$ cat src/rtl/draw_arbiter.sv
// draw_arbiter: shares one VGA pixel port between four draw engines
// (bg, ship, asteroids, score). A winner is picked from the level requests,
// handed a one-cycle start pulse, and owns the pixel port until it pulses
// done or the watchdog forces a release.
//
// Build option: define DRAW_ARB_ROUND_ROBIN_EN for round-robin arbitration
// that starts after the last winner; leave it undefined for fixed priority
// with engine 0 highest.

module draw_arbiter #(
  parameter logic [15:0] TIMEOUT = 16'd50000
) (
  input  logic        clk,
  input  logic        resetn,
  input  logic [3:0]  req,
  input  logic [3:0]  done_in,
  input  logic [31:0] x_in,
  input  logic [27:0] y_in,
  input  logic [11:0] c_in,
  input  logic [3:0]  plot_in,
  output logic [3:0]  start_out,
  output logic [3:0]  grant,
  output logic [7:0]  vga_x,
  output logic [6:0]  vga_y,
  output logic [2:0]  vga_c,
  output logic        vga_plot,
  output logic        busy,
  output logic        timeout_err
);

  typedef enum logic [1:0] {
    S_IDLE    = 2'd0,
    S_START   = 2'd1,
    S_DRAW    = 2'd2,
    S_RELEASE = 2'd3
  } state_t;

  state_t      state_q, state_d;
  logic [3:0]  grant_q, grant_d;
  logic [1:0]  owner_q, owner_d;   // index form of grant_q, drives the muxes
  logic [15:0] wd_q, wd_d;
  logic        tout_q, tout_d;

  logic [7:0]  vga_x_q, vga_x_d;
  logic [6:0]  vga_y_q, vga_y_d;
  logic [2:0]  vga_c_q, vga_c_d;
  logic        vga_plot_q, vga_plot_d;

  logic [7:0]  sel_x;
  logic [6:0]  sel_y;
  logic [2:0]  sel_c;
  logic        sel_plot;
  logic        sel_done;
  logic [1:0]  winner;

`ifdef DRAW_ARB_ROUND_ROBIN_EN
  logic [1:0]  last_q, last_d;

  // First asserted request scanning upward from last+1, wrapping 3->0.
  // Scanning k from far to near lets the nearest hit overwrite the rest.
  function automatic logic [1:0] pick_winner(input logic [3:0] r,
                                             input logic [1:0] last);
    logic [1:0] idx;
    logic [1:0] win;
    win = last + 2'd1;
    for (int k = 4; k >= 1; k--) begin
      idx = last + 2'(k);
      if (r[idx]) win = idx;
    end
    return win;
  endfunction

  assign winner = pick_winner(req, last_q);
`else
  // Fixed priority: engine 0 (background) always wins.
  function automatic logic [1:0] pick_winner(input logic [3:0] r);
    logic [1:0] win;
    if (r[0])      win = 2'd0;
    else if (r[1]) win = 2'd1;
    else if (r[2]) win = 2'd2;
    else           win = 2'd3;
    return win;
  endfunction

  assign winner = pick_winner(req);
`endif

  // Route the owning engine's pixel bus and done bit; others are ignored.
  always_comb begin
    sel_x    = x_in[7:0];
    sel_y    = y_in[6:0];
    sel_c    = c_in[2:0];
    sel_plot = plot_in[0];
    sel_done = done_in[0];
    case (owner_q)
      2'd0: begin
        sel_x    = x_in[7:0];
        sel_y    = y_in[6:0];
        sel_c    = c_in[2:0];
        sel_plot = plot_in[0];
        sel_done = done_in[0];
      end
      2'd1: begin
        sel_x    = x_in[15:8];
        sel_y    = y_in[13:7];
        sel_c    = c_in[5:3];
        sel_plot = plot_in[1];
        sel_done = done_in[1];
      end
      2'd2: begin
        sel_x    = x_in[23:16];
        sel_y    = y_in[20:14];
        sel_c    = c_in[8:6];
        sel_plot = plot_in[2];
        sel_done = done_in[2];
      end
      default: begin
        sel_x    = x_in[31:24];
        sel_y    = y_in[27:21];
        sel_c    = c_in[11:9];
        sel_plot = plot_in[3];
        sel_done = done_in[3];
      end
    endcase
  end

  // State register plus the control registers that move with it.
  always_ff @(posedge clk) begin
    if (!resetn) begin
      state_q <= S_IDLE;
      grant_q <= 4'd0;
      owner_q <= 2'd0;
      wd_q    <= 16'd0;
      tout_q  <= 1'b0;
`ifdef DRAW_ARB_ROUND_ROBIN_EN
      last_q  <= 2'd3;
`endif
    end else begin
      state_q <= state_d;
      grant_q <= grant_d;
      owner_q <= owner_d;
      wd_q    <= wd_d;
      tout_q  <= tout_d;
`ifdef DRAW_ARB_ROUND_ROBIN_EN
      last_q  <= last_d;
`endif
    end
  end

  // Next-state logic: arbitration, watchdog and release bookkeeping.
  always_comb begin
    state_d = state_q;
    grant_d = grant_q;
    owner_d = owner_q;
    wd_d    = 16'd0;
    tout_d  = 1'b0;
`ifdef DRAW_ARB_ROUND_ROBIN_EN
    last_d  = last_q;
`endif
    case (state_q)
      S_IDLE: begin
        if (req != 4'd0) begin
          owner_d = winner;
          grant_d = 4'd1 << winner;
          state_d = S_START;
        end
      end
      S_START: begin
        state_d = S_DRAW;
      end
      S_DRAW: begin
        // done takes precedence over a simultaneous watchdog expiry
        if (sel_done) begin
          state_d = S_RELEASE;
        end else if (wd_q == TIMEOUT - 16'd1) begin
          state_d = S_RELEASE;
          tout_d  = 1'b1;
        end else begin
          wd_d = wd_q + 16'd1;
        end
      end
      S_RELEASE: begin
        grant_d = 4'd0;
`ifdef DRAW_ARB_ROUND_ROBIN_EN
        last_d  = owner_q;
`endif
        state_d = S_IDLE;
      end
      default: begin
        state_d = S_IDLE;
        grant_d = 4'd0;
      end
    endcase
  end

  // Outputs decoded from the registered state.
  always_comb begin
    start_out   = (state_q == S_START) ? grant_q : 4'd0;
    busy        = (state_q != S_IDLE);
    grant       = grant_q;
    timeout_err = tout_q;
    vga_x       = vga_x_q;
    vga_y       = vga_y_q;
    vga_c       = vga_c_q;
    vga_plot    = vga_plot_q;
  end

  // Pixel capture: zero whenever the port has no owner in the coming cycle,
  // so the registered pixel port reads 0 exactly while grant reads 0.
  always_comb begin
    vga_x_d    = 8'd0;
    vga_y_d    = 7'd0;
    vga_c_d    = 3'd0;
    vga_plot_d = 1'b0;
    if ((grant_q != 4'd0) && (grant_d != 4'd0)) begin
      vga_x_d    = sel_x;
      vga_y_d    = sel_y;
      vga_c_d    = sel_c;
      vga_plot_d = sel_plot;
    end
  end

  // Pixel port register, one cycle behind the owning engine.
  always_ff @(posedge clk) begin
    if (!resetn) begin
      vga_x_q    <= 8'd0;
      vga_y_q    <= 7'd0;
      vga_c_q    <= 3'd0;
      vga_plot_q <= 1'b0;
    end else begin
      vga_x_q    <= vga_x_d;
      vga_y_q    <= vga_y_d;
      vga_c_q    <= vga_c_d;
      vga_plot_q <= vga_plot_d;
    end
  end

endmodule
$ cat config.mk
export PLATFORM = sky130hd
export DESIGN_NAME = draw_arbiter
export DESIGN_NICKNAME = d
export VERILOG_FILES = /design/src/rtl/draw_arbiter.sv
export SDC_FILE = /design/constraint.sdc
export NUM_CORES = 1
export LEC_CHECK = 0
export CAP_MARGIN = 30
export CORE_ASPECT_RATIO = 1.4
export CORE_MARGIN = 2
export CORE_UTILIZATION = 43
export DETAILED_ROUTE_END_ITERATION = 8
export GPL_ROUTABILITY_DRIVEN = 0
export MAX_ROUTING_LAYER = met4
export PLACE_DENSITY_LB_ADDON = 0.05
export SLEW_MARGIN = 25
export SYNTH_ARGS = -nofsm -noshare
export SYNTH_HDL_FRONTEND = slang
export SYNTH_SLANG_ARGS = --single-unit
$ cat constraint.sdc
create_clock -name clk -period 4.9 [get_ports clk]
set_input_delay 1.225 -clock clk [delete_from_list [all_inputs] [get_ports clk]]
set_output_delay 1.225 -clock clk [all_outputs]
set_load 0.01 [all_outputs]
==> impl_metrics.yaml <==
timing:
  maxSlewViolCount: 0
  final-hold-violation-count: 0
  setup_viol: 0
  rsz0062_at_grt: "false"
  fmax_mhz: 329
  skew_ns: 0.00462
  holdWs_ns: 0.447
  relSlewSlack_pct: 50.9
  setup_tns_ns: 0
  post-route-period-util_pct: 62.0
  worstMarginPinSlew_ns: 0.737
  post-route-min-period_ns: 3.04
  setup_slack_ns: 1.86
finish:
  final_cell_mix: "clkdlybuf4s50_1, dfxtp_1, nor2_1, mux4_2"
  nets: 412
  fin_area_sq_um: 3550
  drive_above_1_share_pct: 18.0
  layout.cells.non_filler: 389
  final_common_cell: "clkdlybuf4s50_1"
  area_growth_syn_to_layout_pct: 58.1
  postLayoutCoreUtil_pct: 69.4
  n_antenna_cell: 0
global_route:
  met1_usage_pct: 22.4
  grtUsageMet3_pct: 6.30
  grt_max_degree: 23
  busiest_layer: "met2"
  met2_usage_pct: 34.7
  antenna_found_initial: 0
  groute.usage.overall_pct: 20.3
  grt_pass1_wl_microns: 8710
  grt_overflow: 0
  grt_pass1_vias: 1768
routing:
  vias: 1941
  drt-initial-drc-count: 51
  wirelength_microns: 5810
  wire_per_inst_microns: 14.9
  viasPerCell: 4.99
  drc_errors: 0
  ant_nets: 0
  dr.pass1.iters: 4
power:
  pwr-share-clk_pct: 18.4
  p_switching_mw: 0.384
  share_comb_of_total_power_pct: 45.9
  p_leak_nw: 1.27
  p_per_area_nw_per_um2: 348
  finalPower_mw: 1.24
  p_int_mw: 0.854
  swShare_pct: 31.0
  p_seq_share_pct: 35.7
  ir_drop_mv: 0.308
floorplan:
  die_area_sq_um: 5830
  core_region_area_sq_um: 5120
  rows: 31
  die_y_microns: 89.6
  fp.dieW_microns: 65.1
  io_pins: 115
  initial_core_util_pct: 43.9
worst_setup_path:
  crit_slowest_cell: "clkdlybuf4s50_1"
  r2r_end: "vga_plot"
  crit_path_start_kind: "primary input"
  cp-end-kind: "flip-flop"
  rr_worst_depth: 7
  startpoint: "req[2]"
  crit_required_ns: 5.09
  r2r_slack_ns: 2.58
  crit_end: "vga_plot"
  arrival_ns: 3.23
  cp_cell_sequence: "clkdlybuf4s50_1 > nor4b_1 > o21ai_0 > nand4_2 > o221ai_2 > buf_4 > nor2b_2"
  cpPeakStageDelay_ns: 0.61
  crit_type: "primary input to flip-flop"
  r2r_start: "state_q[0]"
  path_max_fanout: 14
yosys:
  synth_area_sq_um: 2250
  async_reset_ff_share_pct: 0
  synth_edf_count: 0
  ys.flop_type: "dfxtp_1"
  netlist_instances: 206
  ys_warn_count: 0
  syn-num-nets: 296
  synth_area_per_cell_sq_um: 10.9
  yosysUniqueCellTypes: 41
  yosysSeqAreaShare_pct: 39.2
  synth-seq-cells: 44
clock_tree:
  htreeDepth: 2
  ctsResizeCount: 0
  path_clk_slew_ns: 0.08
  insertion_delay_ns: 0.29
  cts_buffers: 5
  cts_buffer_depth: 2
  cts_hold_buf: 0
  cts_setup_buffers: 0
  tritoncts: "yes"
  root_buffer: "clkbuf_8"
  numClockSinks: 44
place:
  dpl_worst_slack_ns: 1.53
  dp_hpwl_microns: 4580
  portBuffers: 114
  place_inst: 380
  dpl-instance-area_sq_um: 3450
worst_hold_path:
  hold_depth: 1
  hp-class: "flip-flop to flip-flop"
run_status:
  status: "finished clean"
flow_run:
  maxCapViolCount: 0
[cell type report]
cell class                 instances  area [sq um]
sequential                        44           881
timing repair buffer             117          1170
inverter                           9          33.8
clock buffer                       6          82.6
multi-input combinational        145          1290
clock inverter                     2          10.0
tap                               66          82.6
fill                             429          1570
[cell usage after synthesis (all sizes together) (2+ instances only)]
cell | count | area share, %
a21boi | 3 | 1.0
a21oi | 4 | 0.89
and2 | 4 | 1.1
and2b | 9 | 3.5
and3 | 3 | 0.83
and4 | 2 | 0.78
buf | 5 | 1.3
clkbuf | 3 | 0.50
dfxtp | 44 | 39
ha | 4 | 2.2
inv | 9 | 1.5
mux2 | 2 | 1.0
mux4 | 19 | 19
nand2 | 9 | 1.5
nand3 | 6 | 1.3
nand4 | 3 | 1.1
nor2 | 23 | 3.8
nor2b | 13 | 5.0
nor3 | 3 | 0.67
o21ai | 6 | 1.3
o221a | 3 | 1.5
o22ai | 2 | 0.56
or3 | 3 | 0.83
xnor2 | 8 | 3.1
xor2 | 6 | 2.3
[power groups by stage]
stage,registers [mW],logic (mW),clock network (mW)
after global placement,0.464,0.553,0
after global routing,0.450,0.614,0.251
after CTS,0.458,0.556,0.238
final,0.442,0.568,0.228
after detailed placement,0.467,0.554,0
after floorplan,0.452,0.344,0
[per-layer routing]
layer	vias to the layer above	part of all wire, %
li1	965	-
met1	889	41
met2	79	48
met3	8	9.0
met4	0	1.7
met5	-	0
[registers in the layout, indices dropped and copies added, names as in the netlist]
signal and cells:
grant 4, owner_q 2, state_q 2, timeout_err 1, vga_c 3, vga_plot 1, vga_x 8, vga_y 7
wd_q 16
[worst min path at each step]
stage / from / slack, ns / to
global route: wd_q[0] / 0.49 / wd_q[0]
floorplan: wd_q[0] / 0.42 / wd_q[0]
finish: wd_q[0] / 0.45 / wd_q[0]
detailed placement: wd_q[0] / 0.44 / wd_q[0]
global placement: wd_q[0] / 0.43 / wd_q[0]
CTS: wd_q[0] / 0.45 / wd_q[0]
[critical path: cells and delay by family]
family,cells,cell delay [ns]
buffers and inverters,2,0.90
AO/OA/AOI/OAI,2,0.84
AND/OR/NAND/NOR,3,0.26
[logic make-up (layout without fill, tap and decap cells)]
kind of cell,count (synthesis),in the layout,share of synthesized area (%)
AOI/OAI and AO/OA,20,20,6.29
xor gates and xnor gates,14,14,5.45
adders and majority gates,4,4,2.23
buffers and inverters,17,134,3.28
DFF,44,44,39.2
muxes,21,21,20.0
and+or+nand+nor,86,86,23.5
(Power assumes the default switching activity.)
